===== config.mk =====
export PLATFORM = sky130hd
export DESIGN_NAME = fb_rect_fill
export DESIGN_NICKNAME = d
export VERILOG_FILES = /design/src/rtl/fb_fill_pkg.sv /design/src/rtl/fb_rect_fill.sv
export SDC_FILE = /design/constraint.sdc
export NUM_CORES = 1
export LEC_CHECK = 0
export ABC_CLOCK_PERIOD_IN_PS = 7600
export CORE_AREA = 10 10 148 150
export CTS_CLUSTER_DIAMETER = 80
export CTS_CLUSTER_SIZE = 12
export DETAILED_ROUTE_END_ITERATION = 16
export DIE_AREA = 0 0 158 160
export GPL_ROUTABILITY_DRIVEN = 0
export PLACE_DENSITY_LB_ADDON = 0.12
export SLEW_MARGIN = 15
export SYNTH_ARGS = -nofsm -noshare
export SYNTH_HDL_FRONTEND = slang
export SYNTH_SLANG_ARGS = --single-unit

===== constraint.sdc =====
create_clock -name clk -period 7.6 [get_ports clk]
set_input_delay 1.14 -clock clk [delete_from_list [all_inputs] [get_ports clk]]
set_output_delay 1.14 -clock clk [all_outputs]
set_load 0.005 [all_outputs]

===== src/rtl/fb_fill_pkg.sv =====
// Shared definitions for the framebuffer rectangle-fill engine: FSM states,
// register map, CTRL/STAT bit positions and default framebuffer geometry.
package fb_fill_pkg;

    typedef enum logic [2:0] {
        IDLE,
        SETUP,
        WRITE,
        NEXT_ROW,
        DONE
    } fill_state_t;

    localparam logic [1:0] REG_CTRL  = 2'd0;
    localparam logic [1:0] REG_POS   = 2'd1;
    localparam logic [1:0] REG_SIZE  = 2'd2;
    localparam logic [1:0] REG_COLOR = 2'd3;

    localparam int CTRL_START    = 0;
    localparam int CTRL_IRQ_EN   = 1;
    localparam int CTRL_DONE_CLR = 2;

    localparam logic [25:0] FB_BASE_DEFAULT   = 26'h0;
    localparam int          FB_WIDTH_DEFAULT  = 800;
    localparam int          FB_HEIGHT_DEFAULT = 480;

endpackage


===== src/rtl/fb_rect_fill.sv =====
// Avalon-MM rectangle-fill engine: a 4-register slave programs a clipped
// RGB565 rectangle that the master port writes into the SDRAM framebuffer.
module fb_rect_fill
    import fb_fill_pkg::*;
#(
    parameter logic [25:0] FB_BASE   = FB_BASE_DEFAULT,
    parameter int          FB_WIDTH  = FB_WIDTH_DEFAULT,
    parameter int          FB_HEIGHT = FB_HEIGHT_DEFAULT
) (
    input  logic        clk,
    input  logic        rst,
    input  logic [1:0]  s0_address,
    input  logic        s0_read,
    input  logic        s0_write,
    input  logic        s0_chipselect,
    input  logic [31:0] s0_writedata,
    output logic [31:0] s0_readdata,
    input  logic        m0_waitrequest,
    output logic [25:0] m0_address,
    output logic        m0_write_n,
    output logic        m0_read_n,
    output logic [15:0] m0_writedata,
    output logic        m0_chipselect,
    output logic [1:0]  m0_byteenable_n,
    output logic        irq
);

    fill_state_t state, next_state;

    logic [10:0] pos_x, pos_y, size_w, size_h;
    logic [15:0] color_reg, fill_color;
    logic        irq_en, done_flag;

    logic [10:0] ew, eh, col, row;
    logic [25:0] row_addr;

    logic        reg_wr, start_wr, busy, last_col, last_row, empty;
    logic [11:0] span_x, span_y;
    logic [10:0] clip_w, clip_h;
    logic [25:0] start_addr;
    logic        unused_bits;

    assign reg_wr   = s0_chipselect && s0_write;
    assign start_wr = reg_wr && (s0_address == REG_CTRL) && s0_writedata[CTRL_START];
    assign busy     = (state != IDLE);
    assign last_col = (col == ew - 11'd1);
    assign last_row = (row == eh - 11'd1);

    // Clipping against the visible area; span_* are only meaningful when not empty
    assign span_x     = 12'(FB_WIDTH)  - {1'b0, pos_x};
    assign span_y     = 12'(FB_HEIGHT) - {1'b0, pos_y};
    assign clip_w     = ({1'b0, size_w} < span_x) ? size_w : span_x[10:0];
    assign clip_h     = ({1'b0, size_h} < span_y) ? size_h : span_y[10:0];
    assign empty      = ({1'b0, pos_x} >= 12'(FB_WIDTH)) || ({1'b0, pos_y} >= 12'(FB_HEIGHT)) ||
                        (size_w == 11'd0) || (size_h == 11'd0);
    assign start_addr = FB_BASE + 26'(pos_y) * 26'(FB_WIDTH) + 26'(pos_x);

    assign unused_bits = ^{s0_read, s0_writedata[31:27], s0_writedata[15:11]};

    always_ff @(posedge clk or posedge rst) begin
        if (rst) begin
            pos_x     <= '0;
            pos_y     <= '0;
            size_w    <= '0;
            size_h    <= '0;
            color_reg <= '0;
            irq_en    <= 1'b0;
            done_flag <= 1'b0;
        end else begin
            if (reg_wr) begin
                case (s0_address)
                    REG_CTRL: begin
                        irq_en <= s0_writedata[CTRL_IRQ_EN];
                        if (s0_writedata[CTRL_DONE_CLR])
                            done_flag <= 1'b0;
                    end
                    REG_POS: begin
                        pos_x <= s0_writedata[10:0];
                        pos_y <= s0_writedata[26:16];
                    end
                    REG_SIZE: begin
                        size_w <= s0_writedata[10:0];
                        size_h <= s0_writedata[26:16];
                    end
                    default: color_reg <= s0_writedata[15:0];
                endcase
            end
            // Completion wins over a coincident DONE_CLR so a finish is never lost
            if (state == DONE)
                done_flag <= 1'b1;
        end
    end

    always_ff @(posedge clk or posedge rst) begin
        if (rst)
            state <= IDLE;
        else
            state <= next_state;
    end

    always_comb begin
        next_state = state;
        m0_write_n = 1'b1;
        case (state)
            IDLE:     if (start_wr) next_state = SETUP;
            SETUP:    next_state = empty ? DONE : WRITE;
            WRITE: begin
                m0_write_n = 1'b0;
                if (!m0_waitrequest && last_col)
                    next_state = last_row ? DONE : NEXT_ROW;
            end
            NEXT_ROW: next_state = WRITE;
            DONE:     next_state = IDLE;
            default:  next_state = IDLE;
        endcase
    end

    // Fill datapath: geometry and colour are snapshotted once per fill in SETUP
    always_ff @(posedge clk or posedge rst) begin
        if (rst) begin
            ew         <= '0;
            eh         <= '0;
            col        <= '0;
            row        <= '0;
            row_addr   <= '0;
            fill_color <= '0;
        end else begin
            case (state)
                SETUP: begin
                    ew         <= clip_w;
                    eh         <= clip_h;
                    col        <= '0;
                    row        <= '0;
                    row_addr   <= start_addr;
                    fill_color <= color_reg;
                end
                WRITE: begin
                    if (!m0_waitrequest && !last_col)
                        col <= col + 11'd1;
                end
                NEXT_ROW: begin
                    row_addr <= row_addr + 26'(FB_WIDTH);
                    col      <= '0;
                    row      <= row + 11'd1;
                end
                default: ;
            endcase
        end
    end

    always_comb begin
        s0_readdata = '0;
        case (s0_address)
            REG_CTRL:  s0_readdata = {29'b0, done_flag, irq_en, busy};
            REG_POS:   s0_readdata = {5'b0, pos_y, 5'b0, pos_x};
            REG_SIZE:  s0_readdata = {5'b0, size_h, 5'b0, size_w};
            default:   s0_readdata = {16'b0, color_reg};
        endcase
    end

    assign m0_address      = row_addr + 26'(col);
    assign m0_writedata    = fill_color;
    assign m0_chipselect   = !m0_write_n;
    assign m0_read_n       = 1'b1;
    assign m0_byteenable_n = 2'b00;
    assign irq             = done_flag && irq_en;

endmodule


==> results of run 1 <==
final cells by class:
| class | instances | area share (%) |
|---|---|---|
| clock buffer | 17 | 3.30 |
| clock inverter | 15 | 1.44 |
| inverter | 61 | 1.81 |
| multi-input combinational | 955 | 53.1 |
| sequential | 151 | 29.3 |
| tap | 238 | 2.31 |
| timing repair buffer | 115 | 8.72 |
power by group:
part           internal, mW  switching, mW  total, mW
Clock                 0.445          0.408      0.853
Sequential             1.06          0.398       1.45
Combinational          1.30           1.53       2.83
worst min-delay path by stage:
| stage | from | end | slack, ps | depth (start not counted) |
|---|---|---|---|---|
| after global placement | m0_writedata[13] | m0_writedata[13] | 460 | 2 |
| final | m0_writedata[0] | m0_writedata[0] | 480 | 2 |
| after floorplan | color_reg[11] | m0_writedata[11] | 450 | 2 |
| after detailed placement | m0_writedata[3] | m0_writedata[3] | 460 | 2 |
| after global routing | m0_writedata[3] | m0_writedata[3] | 500 | 2 |
| after CTS | m0_writedata[15] | m0_writedata[15] | 480 | 2 |
kinds of logic (layout without fill, tap and decap cells):
kind of cell,Yosys count,count (layout)
adders and majority gates,97,97
other,2,8
buffers and inverters,123,208
xor gates and xnor gates,84,84
DFF,151,151
AOI/OAI and AO/OA,265,265
and+or+nand+nor,418,418
muxes,83,83
synth_stat cells, drive strengths merged, types with 10 or more instances:
master  instances  area [um2]
nor2b          10        62.6
inv            61         229
o21a           10        75.1
or3            19         119
nor2           77         289
a211oi         13        97.6
nor4           17         106
mux2           71         800
dfrtp         151        3780
nor3           33         170
nand4          19         119
xor2           40         350
a31oi          22         138
buf            17         106
o21ai          61         305
ha             89        1110
and3           13        81.3
nand2b         16         103
clkbuf         45         169
o211ai         11        82.6
a22o           22         193
nand2         139         522
xnor2          44         385
nand3          44         220
a21oi          52         264
a21o           18         135
stage by stage:
stage                     worst slack (ps)  utilization (%)  instance area [um2]  cells  power, mW
after floorplan                       2400                -                11100   1229       3.37
after global placement                2640             64.4                12300   1520       4.20
after detailed placement              2610             64.4                12300   1520       4.26
after CTS                             2600             67.6                12900   1552       5.14
after global routing                  2400             67.7                12900   1552       5.57
final                                 2590             67.7                12900   1552       5.13
worst max-delay path, stage by stage:
cell	delay [ps]
clkdlybuf4s50_1	1040
nor2b_2	870
a22o_1	270
clkdlybuf4s50_1	540
per-layer routing:
metal,up-vias,track usage (%)
met5,-,0
met4,0,4.80
met3,22,5.26
met2,228,35.2
met1,4543,30.8
li1,4568,-
==> metrics.txt, run 1 <==
hold crit path type flip-flop to flip-flop; hold slack 476 ps; crit path launch type input pin; post-synthesis cell type count 75; fillcell total between 1,500 and 2,000; hold_buf cts 0; Routed Wire Length 28,100 um; CTS Buf Count 17; simple-gate area share of the yosys netlist 18.2%; Area Overhead vs Synth 16.3%; crit end category primary output; pin count of the biggest net entering global routing between 80 and 90; register area about 0.0038 mm2; DIE AREA between 0.02 and 0.03 mm2; Tcrit/Tclk final around two thirds; compound-cell area share of the yosys netlist between 10% and 20%; I/O pins 120; ANT nets after route 0; fmax approximately 0.2 GHz; HPWL after DPL roughly 21,000 um; core area around 0.019 mm2; Worst-path clk slew about 70 ps; status finished clean; layout cells sized above 1 a little over a tenth; Setup violations, final 0; Clock Skew 13.4 ps; WL met3 between 1500 and 2000 um; post-synthesis adder-cell area fraction 11.5%; RR Endpoint row_addr[19]; max FFs per register 26; number of global-route vias before repair just over 9,000; first-pass GRT wire length between 40,000 and 50,000 um; top layer in use met4; Slew Viols, Final 0; commonest non-fill, non-tap cell in the layout dfrtp_1; DR WL met2 around 13,000 um; VDD IR-drop max about 0.00021 V; Root Buffer clkbuf_16; # resized after CTS 0; critical path class input pin to primary output; max_cap viols 0; reg-to-reg startpoint pos_y[4]; Power Density 398 mW/mm2; sequential area share after synthesis between 30 and 40%; Multi-input gate area around 0.0069 mm2; RSZ-0062 raised after global routing no; average wire per standard cell between 15 and 20 um; clock latency on the worst-skew pair between 400 and 500 ps; Die Y 160 um; maximum clock path buffer count 2; EDFF count, synth 0; worst setup path startpoint s0_address[1]; CP max FO 21; asr flop ratio synth 100%; min cycle time layout 5020 ps; Total GRT Usage 22.4%; CP required 6460 ps; commonest cells after routing, fill and taps aside dfrtp_1, nand2_1, clkdlybuf4s50_1, ha_1, nor2_1; largest family of logic cells by synthesized area simple AND/OR/NAND/NOR gates; synthesized area between 0.01 and 0.015 mm2; Worst-Margin Slew 981 ps; Worst EP arrival 3880 ps; vias post-DR between 9,000 and 10,000; xor/xnor cell area share of the yosys netlist between 6 and 7%; Vias/cell between 6 and 7; Final Hold Fails 0; GR Overflow Total 0; Seq cells post-synth 151; Synthesis Warnings 0; Die X-Extent between 150 and 200 um; Setup TNS 0 ps; num rows between 50 and 60; Clock Sinks about 150; initial drt markers 614; H-tree levels 4; Leak Pwr ~5.8 nW; Initial Util between 50% and 60%; Pre-antenna DRT Iters 5; CTS tree yes; worst reg-to-reg setup slack roughly 3500 ps; NumNets Final between 1,000 and 1,500; postcts setup bufs 0; Remaining DRCs 0; capture point of the worst path s0_readdata[9]; max_slew headroom between 30 and 40%; M1 WL around 13,000 um; syn avg cell area 9.08 um2; R2R depth 15; IO Port Bufs roughly 110; post-synthesis mux area share 8.62%; initial antenna violation count 0; Top FF cell, synth dfrtp_1; ANT cells 0; Syn Inst Count around 1,200
Power figures use the tool's default switching activity.
==> inputs of run 2 (changes only) <==
- ABC_CLOCK_PERIOD_IN_PS: 7600 -> 4350
- CORE_AREA: 10 10 148 150 -> 10 10 156 158
- DIE_AREA: 0 0 158 160 -> 0 0 166 168
- clock period: 7.6 -> 4.35 ns (I/O delays scaled with it)
==> run 2 against run 1 <==
First-iteration DRC count shrank 10%; highest routed layer unchanged; combinational power grew 77%; total power grew 77%; register-to-register slack lost 3000 ps; cell count grew 3.7%; clock power grew 82%; critical endpoint is now m0_address[14]; largest power group unchanged; sequential share of layout area shrank 0.41 points.
==> metrics.txt, run 2 (same netlist as run 1, synthesis figures left out) <==
status finished clean; R2R depth 12; max_cap viols 0; Post-Place Cells ~1,600; Tcrit/Tclk final a little over nine tenths; critical path, cell by cell ha_1 -> inv_1 -> fa_1 -> nor2b_1 -> o21ai_0 -> a21o_1 -> a311oi_2 -> o41ai_1 -> buf_4 -> nor3b_1 -> xor2_1 -> clkdlybuf4s50_1; CP max stage cell clkdlybuf4s50_1; Area Overhead vs Synth 18.0%; commonest cells after routing, fill and taps aside dfrtp_1, nand2_1, clkdlybuf4s50_1, ha_1, nor2_1; Clock Skew between 10 and 15 ps; Int Power between 5 and 6 mW; CTS tree yes; VDD IR-drop max 0.000293 V; post-layout util approximately three fifths; initial antenna violation count 0; Critical Path Stages 12; Switching Fraction about 45%; crit-path leading delay family buffers and inverters; Initial Util around half; hold path start m0_writedata[4]; Worst-path clk slew roughly 80 ps; Endpoint, Worst Hold m0_writedata[4]; GR Overflow Total 0; HPWL after DPL between 20,000 and 25,000 um; pin count of the biggest net entering global routing between 80 and 90; Power Density just under 700 mW/mm2; average wire per standard cell approximately 18 um; Worst-Margin Slew between 700 and 800 ps; Hold Crit Depth 2; critical path class flip-flop to primary output; CP bufs+invs 3; max FFs per register 26; RR Endpoint row_addr[19]; max_slew headroom between 40 and 50%; CP required about 3700 ps; Die X-Extent ~170 um; Setup violations, final 0; worst setup path startpoint col[0]; Die Y 168 um; I/O pins 120; commonest non-fill, non-tap cell in the layout dfrtp_1; hold crit path type flip-flop to flip-flop; reg-to-reg startpoint pos_y[2]; dpl ws 423 ps; min cycle time layout between 4000 and 5000 ps; first-pass GRT wire length approximately 47,000 um; ANT cells 0; Final Hold Fails 0; Slowest Stage Delay on Critical Path about 540 ps; ANT nets after route 0; maximum clock path buffer count 2; cell area after layout around 0.013 mm2; CTS Buf Count 17; Clock power frac between 15 and 20%; Routed Wire Length 28,600 um; Setup TNS 0 ps; NumNets Final about 1,500; crit end category primary output; min setup slack post-route 239 ps; fmax 0.243 GHz; Sequential Power Share 27.7%; Vias/cell just under 6; number of global-route vias before repair a little over 9,000; Final Non-Filler Cells approximately 1,600; DIE AREA between 0.02 and 0.03 mm2; num rows 54; Gate power share roughly 55%; Root Buffer clkbuf_16; Pre-antenna DRT Iters 5; layout cells sized above 1 roughly an eighth; RSZ-0062 raised after global routing no; Remaining DRCs 0; IO Port Bufs 105; initial drt markers 550; Total GRT Usage between 20 and 25%; clock latency on the worst-skew pair around 430 ps; Worst EP arrival between 3000 and 4000 ps; vias post-DR 9,341; crit path launch type flip-flop; worst reg-to-reg setup slack roughly 500 ps; Leak Pwr 5.85 nW; core area around 0.021 mm2; CP max FO 7; P_sw about 4.0 mW; Slew Viols, Final 0; H-tree levels 4; placed cell areas ~0.012 mm2; Clock Sinks approximately 150
-- run 2: cell types whose count changed in the layout (fill, tap and decap cells not counted), sizes merged --
cell | previous run | this run
buf | 10 | 25
clkinvlp | 0 | 1
bufinv | 0 | 1
clkinv | 10 | 6
inv | 66 | 68
-- run 2: worst max-delay path by stage --
stage	end	slack, ps
final	m0_address[14]	240
after global routing	m0_address[14]	30
after floorplan	row_addr[19]	740
after detailed placement	m0_address[24]	420
after CTS	m0_address[24]	10
after global placement	m0_address[14]	440
-- run 2: final cells by class --
cell class	count	area (um2)
clock inverter	15	198
inverter	61	233
multi-input combinational	955	6860
fill	1898	8320
clock buffer	17	425
sequential	151	3780
timing repair buffer	130	1250
tap	280	350
-- run 2: power groups by stage --
stage	combinational (mW)	sequential [mW]	clock, mW
4_1_cts	5.00	2.51	1.56
5_1_grt	5.64	2.60	1.63
3_5_place_dp	4.95	2.53	0
6_report	5.00	2.51	1.55
3_3_place_gp	4.89	2.51	0
2_1_floorplan	3.64	2.25	0
-- run 2: per-stage QoR --
step | total power [mW] | hold WS, ps
floorplan | 5.89 | 447
CTS | 9.07 | 481
global route | 9.87 | 502
detailed placement | 7.48 | 462
global placement | 7.40 | 457
finish | 9.06 | 477
-- run 2: routing by layer --
| metal | share of wire, % | global-route usage [%] | wire [um] | vias to the layer above |
|---|---|---|---|---|
| li1 | - | - | - | 4592 |
| met1 | 47 | 26.8 | 13500 | 4476 |
| met2 | 45 | 32.1 | 13000 | 236 |
| met3 | 6.3 | 4.96 | 1790 | 37 |
| met4 | 1.2 | 4.89 | 335 | 0 |
| met5 | 0 | 0 | 0 | - |
-- run 2: repair_timing --
item,4_1_cts,5_1_grt
gates resized for setup,1,3
hold endpoints to repair,0,0
endpoints found under the setup margin,2,5
pin swaps,0,1
buffers inserted,0,2
hold buffers,0,0
-- run 2: worst register-to-register path, delay by kind of cell, from the launching register on --
kind                     cells  cell delay [ps]
adder cells (fa/ha/maj)      4             1360
buffers and inverters        1              110
flip-flops                   1              540
XOR/XNOR                     1              230
AND/OR/NAND/NOR              3              660
AO/OA/AOI/OAI                3              830
==> inputs of run 3 (changes only) <==
- ABC_AREA: default -> 1
- CORE_AREA: 10 10 156 158 -> 10 10 159 161
- DIE_AREA: 0 0 166 168 -> 0 0 169 171
==> run 3 against run 2 <==
Final area is 1.9% higher; cell count is 23% higher; clock power is essentially flat; critical path type unchanged.
==> metrics.txt, run 3 <==
status finished clean; Worst-path clk slew roughly 70 ps; post-synthesis cell type count 55; Critical Path Stages 12; fillcell total 2,136; commonest cells after routing, fill and taps aside nand2_1, inv_1, dfrtp_1, o21ai_0, nor2_1; Leak Pwr approximately 6.6 nW; DIE AREA 0.0289 mm2; layout cells sized above 1 under 10%; top cells by area, synth dfrtp_1, nand2_1, ha_1; count leader, synth nand2_1; Seq cells post-synth between 150 and 200; Clock Skew ~15 ps; Gate power share between 50 and 60%; I/O pins 120; initial drt markers approximately 880; crit end category primary output; vias post-DR about 11,000; # resized after CTS 0; pin count of the biggest net entering global routing between 60 and 70; Final Hold Fails 0; Tcrit/Tclk final 95.4%; Setup violations, final 0; max_slew headroom 29.7%; CP required ~3700 ps; Clock power frac between 10% and 20%; num rows 55; CP bufs+invs 2; clock latency on the worst-skew pair approximately 440 ps; Vias/cell around 5.4; compound-cell area share of the yosys netlist around 12%; Int Power approximately 4.4 mW; CTS tree yes; Switching Fraction a little under half; postcts setup bufs 0; HPWL after DPL between 20,000 and 25,000 um; Slew Viols, Final 0; Clock Sinks ~150; Synth area leader dfrtp_1; Remaining DRCs 0; ANT nets after route 0; critical path class flip-flop to primary output; xor/xnor cell area share of the yosys netlist under 10%; maximum clock path buffer count 2; syn avg cell area 7.22 um2; synthesized area around 0.011 mm2; Setup TNS 0 ps; post-synthesis adder-cell area fraction 11.1%; ANT cells 0; max FFs per register 26; Total GRT Usage roughly a fifth; Worst EP arrival approximately 3500 ps; sequential area share after synthesis 33.0%; number of global-route vias before repair around 10,000; initial antenna violation count 1; Top FF cell, synth dfrtp_1; Slowest Stage Delay on Critical Path between 500 and 600 ps; Synthesis Warnings 0; R2R depth 20; Pre-antenna DRT Iters 5; H-tree levels 4; Die Y between 150 and 200 um; Root Buffer clkbuf_16; VDD IR-drop max between 0.0002 and 0.0003 V; asr flop ratio synth 100%; average wire per standard cell 15.6 um; crit path launch type flip-flop; Area Overhead vs Synth 16.5%; most frequent cells after synthesis nand2_1, inv_1, dfrtp_1; GR Overflow Total 0; CP max FO 7; CP max stage cell clkdlybuf4s50_1; Yosys top cell area share around a third; crit-path leading delay family compound AO/OA/AOI/OAI gates; Syn Inst Count 1,588; core area 0.0222 mm2; Power Density 615 mW/mm2; RSZ-0062 raised after global routing no; fmax ~0.24 GHz; P_sw between 3 and 4 mW; hold slack slightly below 500 ps; Hold Crit Depth 2; Worst-Margin Slew between 1000 and 1500 ps; Initial Util between 50% and 60%; commonest non-fill, non-tap cell in the layout nand2_1; min cycle time layout between 4000 and 5000 ps; first-pass GRT wire length slightly above 50,000 um; Routed Wire Length a little over 30,000 um; NumNets Final 1,816; Die X-Extent about 170 um; EDFF count, synth 0; critical path, cell by cell ha_1 -> inv_1 -> fa_1 -> nand3b_1 -> nand2_1 -> a21oi_1 -> o21ai_0 -> a21oi_1 -> nor2_1 -> nand2_1 -> xor2_1 -> clkdlybuf4s50_1; simple-gate area share of the yosys netlist between 20% and 30%; post-synthesis mux area share 0%; hold_buf cts 0; IO Port Bufs ~110; max_cap viols 0; CTS Buf Count 17; Sequential Power Share roughly 28%; largest family of logic cells by synthesized area simple AND/OR/NAND/NOR gates; hold crit path type flip-flop to flip-flop
run 3: changes by cell type after synthesis, moves of 15 or more:
cell      change
nand3_1      +76
o21ai_0      +71
nand2b_1     -15
inv_1       +154
xnor2_1      -27
mux2_2       -70
a21o_1       -17
a22o_1       -21
nor2_1       +52
or3_1        -19
clkbuf_1     -21
nand2_1     +264
a31oi_1      -16
xor2_1       +23
run 3: metal layers:
| layer | global-route usage, % | wire length (um) |
|---|---|---|
| met5 | 0 | 13 |
| met3 | 4.22 | 1950 |
| met1 | 29.6 | 14700 |
| met2 | 33.4 | 13600 |
| met4 | 5.29 | 452 |
run 3: area by class of cell:
class	instances	area, um2	area share [%]
well taps	285	357	2.67
clock inverters	15	184	1.38
inverters	220	830	6.21
multi-input cells	1173	6640	49.7
repair buffers	116	1150	8.58
clock buffers	17	425	3.19
flip-flops and latches	151	3780	28.3
run 3: power by group through the flow:
stage | Combinational (mW) | Clock [mW] | Sequential, mW
6_report | 4.39 | 1.55 | 2.27
5_1_grt | 5.04 | 1.63 | 2.33
4_1_cts | 4.40 | 1.57 | 2.26
3_5_place_dp | 4.36 | 0 | 2.28
3_3_place_gp | 4.27 | 0 | 2.27
2_1_floorplan | 3.14 | 0 | 2.13
run 3: kinds of logic (layout without fill, tap and decap cells):
logic type                 count (synthesis)  count (layout)
adders and majority gates                 97              97
AOI/OAI and AO/OA                        246             246
other                                      2               8
and+or+nand+nor                          740             740
buffers and inverters                    270             368
xor gates and xnor gates                  82              82
DFF                                      151             151
run 3: final timing paths:
kind / startpoint / end / slack (ps)
worst max-delay path: col[0] / m0_address[22] / 200
worst min-delay path: m0_writedata[12] / m0_writedata[12] / 490
worst max register to register: pos_y[2] / row_addr[19] / 640
worst min register to register: m0_writedata[12] / m0_writedata[12] / 490
max in group asynchronous: rst / pos_y[8] / 2700
min in group asynchronous: rst / row_addr[0] / 700
run 3: through the flow:
step                      setup slack (ps)  power (mW)  std cells  cell area (um2)  util (%)
after floorplan                       1090        5.27       1594            11500         -
final                                  200        8.21       1977            13400      60.1
after detailed placement               627        6.64       1945            12700      57.3
after CTS                              148        8.23       1977            13400      60.1
after global placement                 654        6.54       1945            12700      57.3
after global routing                 0.787        9.01       1977            13400      60.1
run 3: worst min-delay path: stages, from the launching register on:
cell and delay (ps):
dfrtp_1 340, nand2_1 50, o21ai_0 60
